## src/rtl/reg_dst_scoreboard.sv

```systemverilog
// Register-destination decode with a busy bitmap of in-flight writes and RAW/WAW issue stall.
// Optional define REG_DST_WB_BYPASS_EN lets a same-cycle writeback release a hazard.
module reg_dst_scoreboard #(
    parameter int ADDR_W   = 5,
    parameter int SEL_W    = 3,
    parameter int SP_IDX   = 29,
    parameter int RA_IDX   = 31,
    parameter int MAX_PEND = 4
) (
    input  logic                             clk,
    input  logic                             reset_n,
    input  logic [ADDR_W-1:0]                InstructionRS,
    input  logic [ADDR_W-1:0]                InstructionRT,
    input  logic [ADDR_W-1:0]                InstructionRD,
    input  logic [SEL_W-1:0]                 RegDst,
    input  logic                             issue_valid,
    output logic                             issue_ready,
    input  logic                             wr_en_req,
    input  logic                             rs_use,
    input  logic                             rt_use,
    input  logic                             wb_valid,
    input  logic [ADDR_W-1:0]                wb_idx,
    output logic [ADDR_W-1:0]                toWReg,
    output logic                             dst_valid,
    output logic [(2**ADDR_W)-1:0]           busy_map,
    output logic [$clog2(MAX_PEND+1)-1:0]    pend_cnt,
    output logic                             sel_err
);
    localparam int NREG  = 2**ADDR_W;
    localparam int CNT_W = $clog2(MAX_PEND+1);

    logic [ADDR_W-1:0] dst;
    logic              sel_illegal;
    logic [NREG-1:0]   busy_reg, busy_next, busy_eff, wb_mask, set_mask;
    logic [CNT_W-1:0]  pend_reg, pend_next;
    logic [ADDR_W-1:0] towreg_reg;
    logic              dst_valid_reg, sel_err_reg;
    logic              fire, issue_set, wb_clr, wb_spurious, cap_ok;

    always_comb begin
        dst         = '0;
        sel_illegal = 1'b0;
        case (RegDst)
            SEL_W'(0): dst = InstructionRS;
            SEL_W'(1): dst = InstructionRT;
            SEL_W'(2): dst = ADDR_W'(SP_IDX);
            SEL_W'(3): dst = ADDR_W'(RA_IDX);
            SEL_W'(4): dst = InstructionRD;
            default:   sel_illegal = 1'b1;
        endcase
    end

    assign wb_clr      = wb_valid & busy_reg[wb_idx];
    assign wb_spurious = wb_valid & ~busy_reg[wb_idx];

`ifdef REG_DST_WB_BYPASS_EN
    // A writeback landing this cycle already frees its register and its slot.
    assign busy_eff = busy_reg & ~wb_mask;
    assign cap_ok   = (pend_reg < CNT_W'(MAX_PEND)) | wb_clr;
`else
    assign busy_eff = busy_reg;
    assign cap_ok   = (pend_reg < CNT_W'(MAX_PEND));
`endif

    assign issue_ready = !(rs_use && busy_eff[InstructionRS])
                       && !(rt_use && busy_eff[InstructionRT])
                       && !(wr_en_req && busy_eff[dst])
                       && cap_ok;
    assign fire      = issue_valid & issue_ready;
    assign issue_set = fire & wr_en_req & (dst != '0);

    genvar gi;
    generate
        for (gi = 0; gi < NREG; gi++) begin : g_busy
            assign wb_mask[gi]  = wb_valid && (wb_idx == ADDR_W'(gi));
            assign set_mask[gi] = issue_set && (dst == ADDR_W'(gi));
            // Clear before set so a same-index set/clear leaves the bit set.
            if (gi == 0) begin : g_zero
                assign busy_next[gi] = 1'b0;
            end else begin : g_nz
                assign busy_next[gi] = (busy_reg[gi] & ~wb_mask[gi]) | set_mask[gi];
            end
        end
    endgenerate

    assign pend_next = pend_reg + CNT_W'(issue_set) - CNT_W'(wb_clr);

    always_ff @(posedge clk or negedge reset_n) begin
        if (!reset_n) begin
            busy_reg      <= '0;
            pend_reg      <= '0;
            towreg_reg    <= '0;
            dst_valid_reg <= 1'b0;
            sel_err_reg   <= 1'b0;
        end else begin
            busy_reg      <= busy_next;
            pend_reg      <= pend_next;
            dst_valid_reg <= fire & wr_en_req;
            if (fire)
                towreg_reg <= dst;
            if ((fire && sel_illegal) || wb_spurious)
                sel_err_reg <= 1'b1;
        end
    end

    assign toWReg    = towreg_reg;
    assign dst_valid = dst_valid_reg;
    assign busy_map  = busy_reg;
    assign pend_cnt  = pend_reg;
    assign sel_err   = sel_err_reg;
endmodule

```

## config.mk

```make
export PLATFORM = sky130hd
export DESIGN_NAME = reg_dst_scoreboard
export DESIGN_NICKNAME = d
export VERILOG_FILES = /design/src/rtl/reg_dst_scoreboard.sv
export SDC_FILE = /design/constraint.sdc
export NUM_CORES = 1
export LEC_CHECK = 0
export CAP_MARGIN = 0
export CORE_ASPECT_RATIO = 1.4
export CORE_MARGIN = 8
export CORE_UTILIZATION = 30
export DETAILED_ROUTE_END_ITERATION = 10
export DONT_BUFFER_PORTS = 1
export GPL_TIMING_DRIVEN = 0
export PLACE_DENSITY = 0.55
export SYNTH_ARGS = -nofsm -noshare
export SYNTH_HDL_FRONTEND = slang
export SYNTH_SLANG_ARGS = --single-unit
```

## constraint.sdc

```tcl
create_clock -name clk -period 4.4 [get_ports clk]
set_input_delay 0.44 -clock clk [delete_from_list [all_inputs] [get_ports clk]]
set_output_delay 0.44 -clock clk [all_outputs]
set_load 0.01 [all_outputs]
```

# == Word-level counts from Yosys, hierarchy flattened ==
# Index checks and enable logic that the tools add are counted.
# totals
reg_bits,41
out_inout_bits,43
wordCells,263
# classes
add_sub_neg,2
order_cmp,5
n_eq_ne,66
n_mux,10
bitwise,99
n_reduce_logical,76
# ops
operator,n
"equality test 5 bit, second input constant",32
"equality test 5 x 4 -> 1 bit, second input constant",16
logical AND 1 bit,69
"equality test 5 x 3 -> 1 bit, second input constant",8
bitwise AND 1 bit,36
NOT 1 bit,32
OR 1 bit,31
one-hot mux 5 bit (5 select lines),1
"less-than comparator 5 x 6 -> 1 bit, second input constant",4
binary-select mux 1 bit (select 5 bit),4
"equality test 5 x 2 -> 1 bit, second input constant",4
"equality test 5 x 1 -> 1 bit, second input constant",2
"equality test 3 x 2 -> 1 bit, second input constant",2
2-to-1 mux 1 bit,5
nonzero test 5 bit,1
OR reduction 5 bit,1
adder 3 x 1 -> 3 bit,1
"equality test 3 x 1 -> 1 bit, second input constant",1
"equality test 3 bit, second input constant",1
logical NOT 1 bit,3
logical NOT 3 bit,1
"less-than comparator 3 bit, second input constant",1
subtractor 3 x 1 -> 3 bit,1
logical OR 1 bit,1

# == Longest topological paths before layout ==
# depth
ltp_word,13
depth_mapped,17

# == Worst setup path before layout ==
# Ideal clock, no wire load.
# synth_path
kind,input -> register
from,input port InstructionRS[0]
to,register pend_reg[2] (netlist: pend_cnt[2])
arrival_time_ns,3.672
required_time_ns,4.277
path_slack_ns,0.606
path_stages,17
path_cell_list,clkbuf_1 -> nand2b_1 -> o221ai_2 -> buf_6 -> mux2i_1 -> nand3_1 -> a31oi_1 -> a211oi_1 -> nand4bb_2 -> buf_6 -> or3_1 -> ha_1 -> inv_1 -> ha_1 -> fa_1 -> xnor2_1 -> xnor2_1
# synth_via
elab_chain_cells,12
# synth_rtl
element,line_no,text
start: declaration,12,"input logic [ADDR_W-1:0] InstructionRS,"
one-hot mux 5 bit (5 select lines) / binary-select mux 1 bit (select 5 bit) (equally long branches),"43, 65",
binary-select mux 1 bit (select 5 bit) / 2-to-1 mux 1 bit (equally long branches),"67, 65",
2-to-1 mux 1 bit (implied by the code) / logical AND 1 bit (equally long branches),"67, 65",
logical AND 1 bit / logical NOT 1 bit (equally long branches),"67, 65",
logical NOT 1 bit / logical AND 1 bit (equally long branches),"67, 66",
logical AND 1 bit,67,&& !(wr_en_req && busy_eff[dst])
logical AND 1 bit,68,&& cap_ok;
bitwise AND 1 bit,69,assign fire = issue_valid & issue_ready;
bitwise AND 1 bit,70,assign issue_set = fire & wr_en_req & (dst != '0);
bitwise AND 1 bit (*),70,
adder 3 x 1 -> 3 bit (*),86,assign pend_next = pend_reg + CNT_W'(issue_set) - CNT_W'(wb_clr);
subtractor 3 x 1 -> 3 bit (*),86,
named net pend_next[2],35,"logic [CNT_W-1:0] pend_reg, pend_next;"
end signal: assignment,97,pend_reg <= pend_next;
end: declaration,35,
# The timed path passes the listed nets; every way through them passes the cells marked *. The select of a mux whose other input is x is not followed.
# A chain may end at the register's enable or synchronous reset.

# == Worst setup path in the final report ==
# Same ends and word-level chain as after synthesis.

==> flow_metrics.env <==
export IMPL_cp_slowest_cell="o221ai_2"
export IMPL_worst_slew_pin_slew_ns=0.7007
export IMPL_max_freq_ghz=0.2400
export IMPL_ant_nets=0
export IMPL_maxSlewHeadroom_pct=53.29
export IMPL_p_int_mw=0.9762
export IMPL_grt_max_degree=42
export IMPL_post_route_drc_count=0
export IMPL_area_growth_pct=11.06
export IMPL_place_area_um2=3551
export IMPL_htree_levels=2
export IMPL_pre_cts_ws_ns=-0.03929
export IMPL_power_per_cell_area_nw_per_um2=421.1
export IMPL_overflow=0
export IMPL_track_usage_pct=16.22
export IMPL_switchingPower_mw=0.6003
export IMPL_violations="negative hold slack"
export IMPL_gp_congestion=0.8971
export IMPL_synth_ff_type="dfrtp_1"
export IMPL_worstPathMaxFanout=10
export IMPL_cts_buffer_depth=2
export IMPL_syn_cell_area_um2=3371
export IMPL_antenna_found_initial=0
export IMPL_core_area_um2=11170
export IMPL_finalMaxSlewViolations=0
export IMPL_synth_cells=329
export IMPL_ys_seq_elements=41
export IMPL_cts_tree="built"
export IMPL_drt_iter0_markers=316
export IMPL_cts_resized=0
export IMPL_synth_fp_nets=362
export IMPL_io_pins=73
export IMPL_cp_cell_sequence="clkbuf_1, nand2b_1, o221ai_2, buf_6, mux2i_1, nand3_1, a31oi_1, a211oi_1, nand4bb_2, buf_6, or3_1, ha_1, inv_1, ha_1, fa_1, xnor2_1, xnor2_1"
export IMPL_cts_buffers=5
export IMPL_pwr_share_seq_pct=42.4
export IMPL_ys_top_cells_by_area="dfrtp_1, mux4_2, mux2i_1"
export IMPL_fp_dieW_um=105.6
export IMPL_synthDistinctLibCells=56
export IMPL_clk_pin_slew_ns=0.06
export IMPL_outcome="finished with violations"
export IMPL_cts_sinks=41
export IMPL_post_route_min_period_ns=4.167
export IMPL_grt_pass1_vias=3034
export IMPL_slowest_delay_ns=0.41
export IMPL_crit_path_start_kind="input port"
export IMPL_insertion_delay_ns=0.29
export IMPL_wl_um=12130
export IMPL_synth_async_reset_ratio_pct=100.0
export IMPL_clkPwrFrac_pct=27.0
export IMPL_firstDrtPassIters=5
export IMPL_diodes=0
export IMPL_stdcell_area_um2=3744
export IMPL_comb_power_share_pct=30.6
export IMPL_num_rows=46
export IMPL_synth_common_cells="dfrtp_1, o21ai_0, mux2i_1, nand2_1, o31ai_1"
export IMPL_grt_first_pass_wirelength_um=18660
export IMPL_switching_share_pct=38.08
export IMPL_syn_avg_cell_area_um2=10.25
export IMPL_synth_edf_count=0
export IMPL_cts_root_buffer="clkbuf_16"
export IMPL_max_cap_viol_count=0
export IMPL_synth_largest_area_cell="dfrtp_1"
export IMPL_ys_seq_area_share_pct=30.44
export IMPL_fin_util_pct=33.53
export IMPL_setup_viol=0
export IMPL_avgRoutedWirePerCell_um=25.17
export IMPL_rsz0062_at_grt="no"
export IMPL_peakVddDrop_mv=0.1970
export IMPL_period_share_pct=94.71
export IMPL_fp_dieArea_um2=14930
export IMPL_die_h_um=141.4
export IMPL_initial_core_util_pct=30.19
export IMPL_drive_gt1_share_pct=21.30
export IMPL_leakage_nw=1.492
export IMPL_fin_skew_ns=0.005379
export IMPL_dpl_hpwl_um=9381
export IMPL_avgViaCountPerCell=6.149
export IMPL_worst_slack_ns=0.2325
export IMPL_crit_type="in -> reg"
export IMPL_io_buffers=0
export IMPL_cp_data_arrival_time_ns=4.34
export IMPL_cp_end_kind="flop"
export IMPL_whs_ns=-0.01004
export IMPL_hp_class="in -> async"
export IMPL_ys_warn_count=0
export IMPL_synth_top_cell_area_share_pct=30.44
export IMPL_timing_hold_violations_final=14
export IMPL_layout_nets=370
export IMPL_crit_required_ns=4.57
export IMPL_num_vias=2964
export IMPL_yosys_cell_count_top_type="dfrtp_1"
export IMPL_largest_reg_flops=31
placed cells by master, fill, tap and decap left out, drive strengths merged, types with 8 or more instances in the layout:
cell / n
dfrtp: 41
o21ai: 39
mux2i: 31
nand2: 21
buf: 20
o31ai: 18
nand3: 17
clkbuf: 16
mux4: 15
o41ai: 15
nor2: 11
a21oi: 9
mux2: 9
inv: 8
nand2b: 8
worst max-delay path, delay by kind of cell:
kind                     cells  cell delay (ns)
multiplexers                 1             0.22
XOR/XNOR                     2             0.27
AO/OA/AOI/OAI                3             0.75
buffers and inverters        4             0.83
AND/OR/NAND/NOR              4             0.95
adder cells (fa/ha/maj)      3             0.86
power groups by stage:
stage,sequential [mW],combinational [mW],clock [mW]
2_1_floorplan,0.597,0.381,0
3_3_place_gp,0.676,0.460,0
3_5_place_dp,0.678,0.470,0
4_1_cts,0.671,0.484,0.433
5_1_grt,0.682,0.531,0.447
6_report,0.668,0.482,0.426
worst paths after layout:
kind / slack (ns) / cells past startpoint / start / to
max: 0.23 / 17 / InstructionRS[0] / pend_cnt[2]
min: -0.01 / 1 / reset_n / busy_map[20]
max reg2reg: 0.70 / 15 / busy_map[26] / pend_cnt[2]
min reg2reg: 0.57 / 1 / toWReg[0] / toWReg[0]
max in group asynchronous: 4.19 / 1 / reset_n / toWReg[0]
min in group clk: 0.33 / 2 / wb_valid / sel_err
per-stage QoR:
stage / hold slack (ns) / power, mW / std cells / setup TNS, ns
6_report: -0.01004 / 1.577 / 482 / 0
5_1_grt: 0.007320 / 1.659 / 482 / 0
4_1_cts: 0.0006054 / 1.588 / 482 / 0
3_5_place_dp: 0.1466 / 1.147 / 473 / -0.03929
3_3_place_gp: 0.1466 / 1.136 / 473 / 0
2_1_floorplan: 0.1444 / 0.9777 / 329 / 0
cells by family after synthesis:
kind of cell	count (synthesis)	synth area share [%]
fa+ha+maj	3	1.336
simple gates	88	14.81
buf+inv	36	5.605
xor+xnor	2	0.5198
other cells	1	0.1113
flops	41	30.44
mux	55	22.23
compound gates	103	24.94
area by class of cell:
| type | instances | area (µm²) |
|---|---|---|
| buffer | 28 | 158.9 |
| clock inverter | 1 | 30.03 |
| tap | 144 | 180.2 |
| inverter | 8 | 30.03 |
| timing repair buffer | 1 | 20.02 |
| fill | 1158 | 7422 |
| multi-input combinational | 252 | 2156 |
| sequential | 41 | 1026 |
| clock buffer | 7 | 142.6 |
layer usage:
layer / share of wire, % / global-route usage, %
met5: 0 / 0
met2: 52 / 28.32
met4: 4.0 / 8.327
met1: 36 / 17.44
met3: 8.2 / 4.585
what timing repair did:
action,in CTS,in global routing
buffers inserted,0,0
hold endpoints to repair,41,0
hold buffers,1,0
Note: power is estimated with default switching activity, not from simulation.
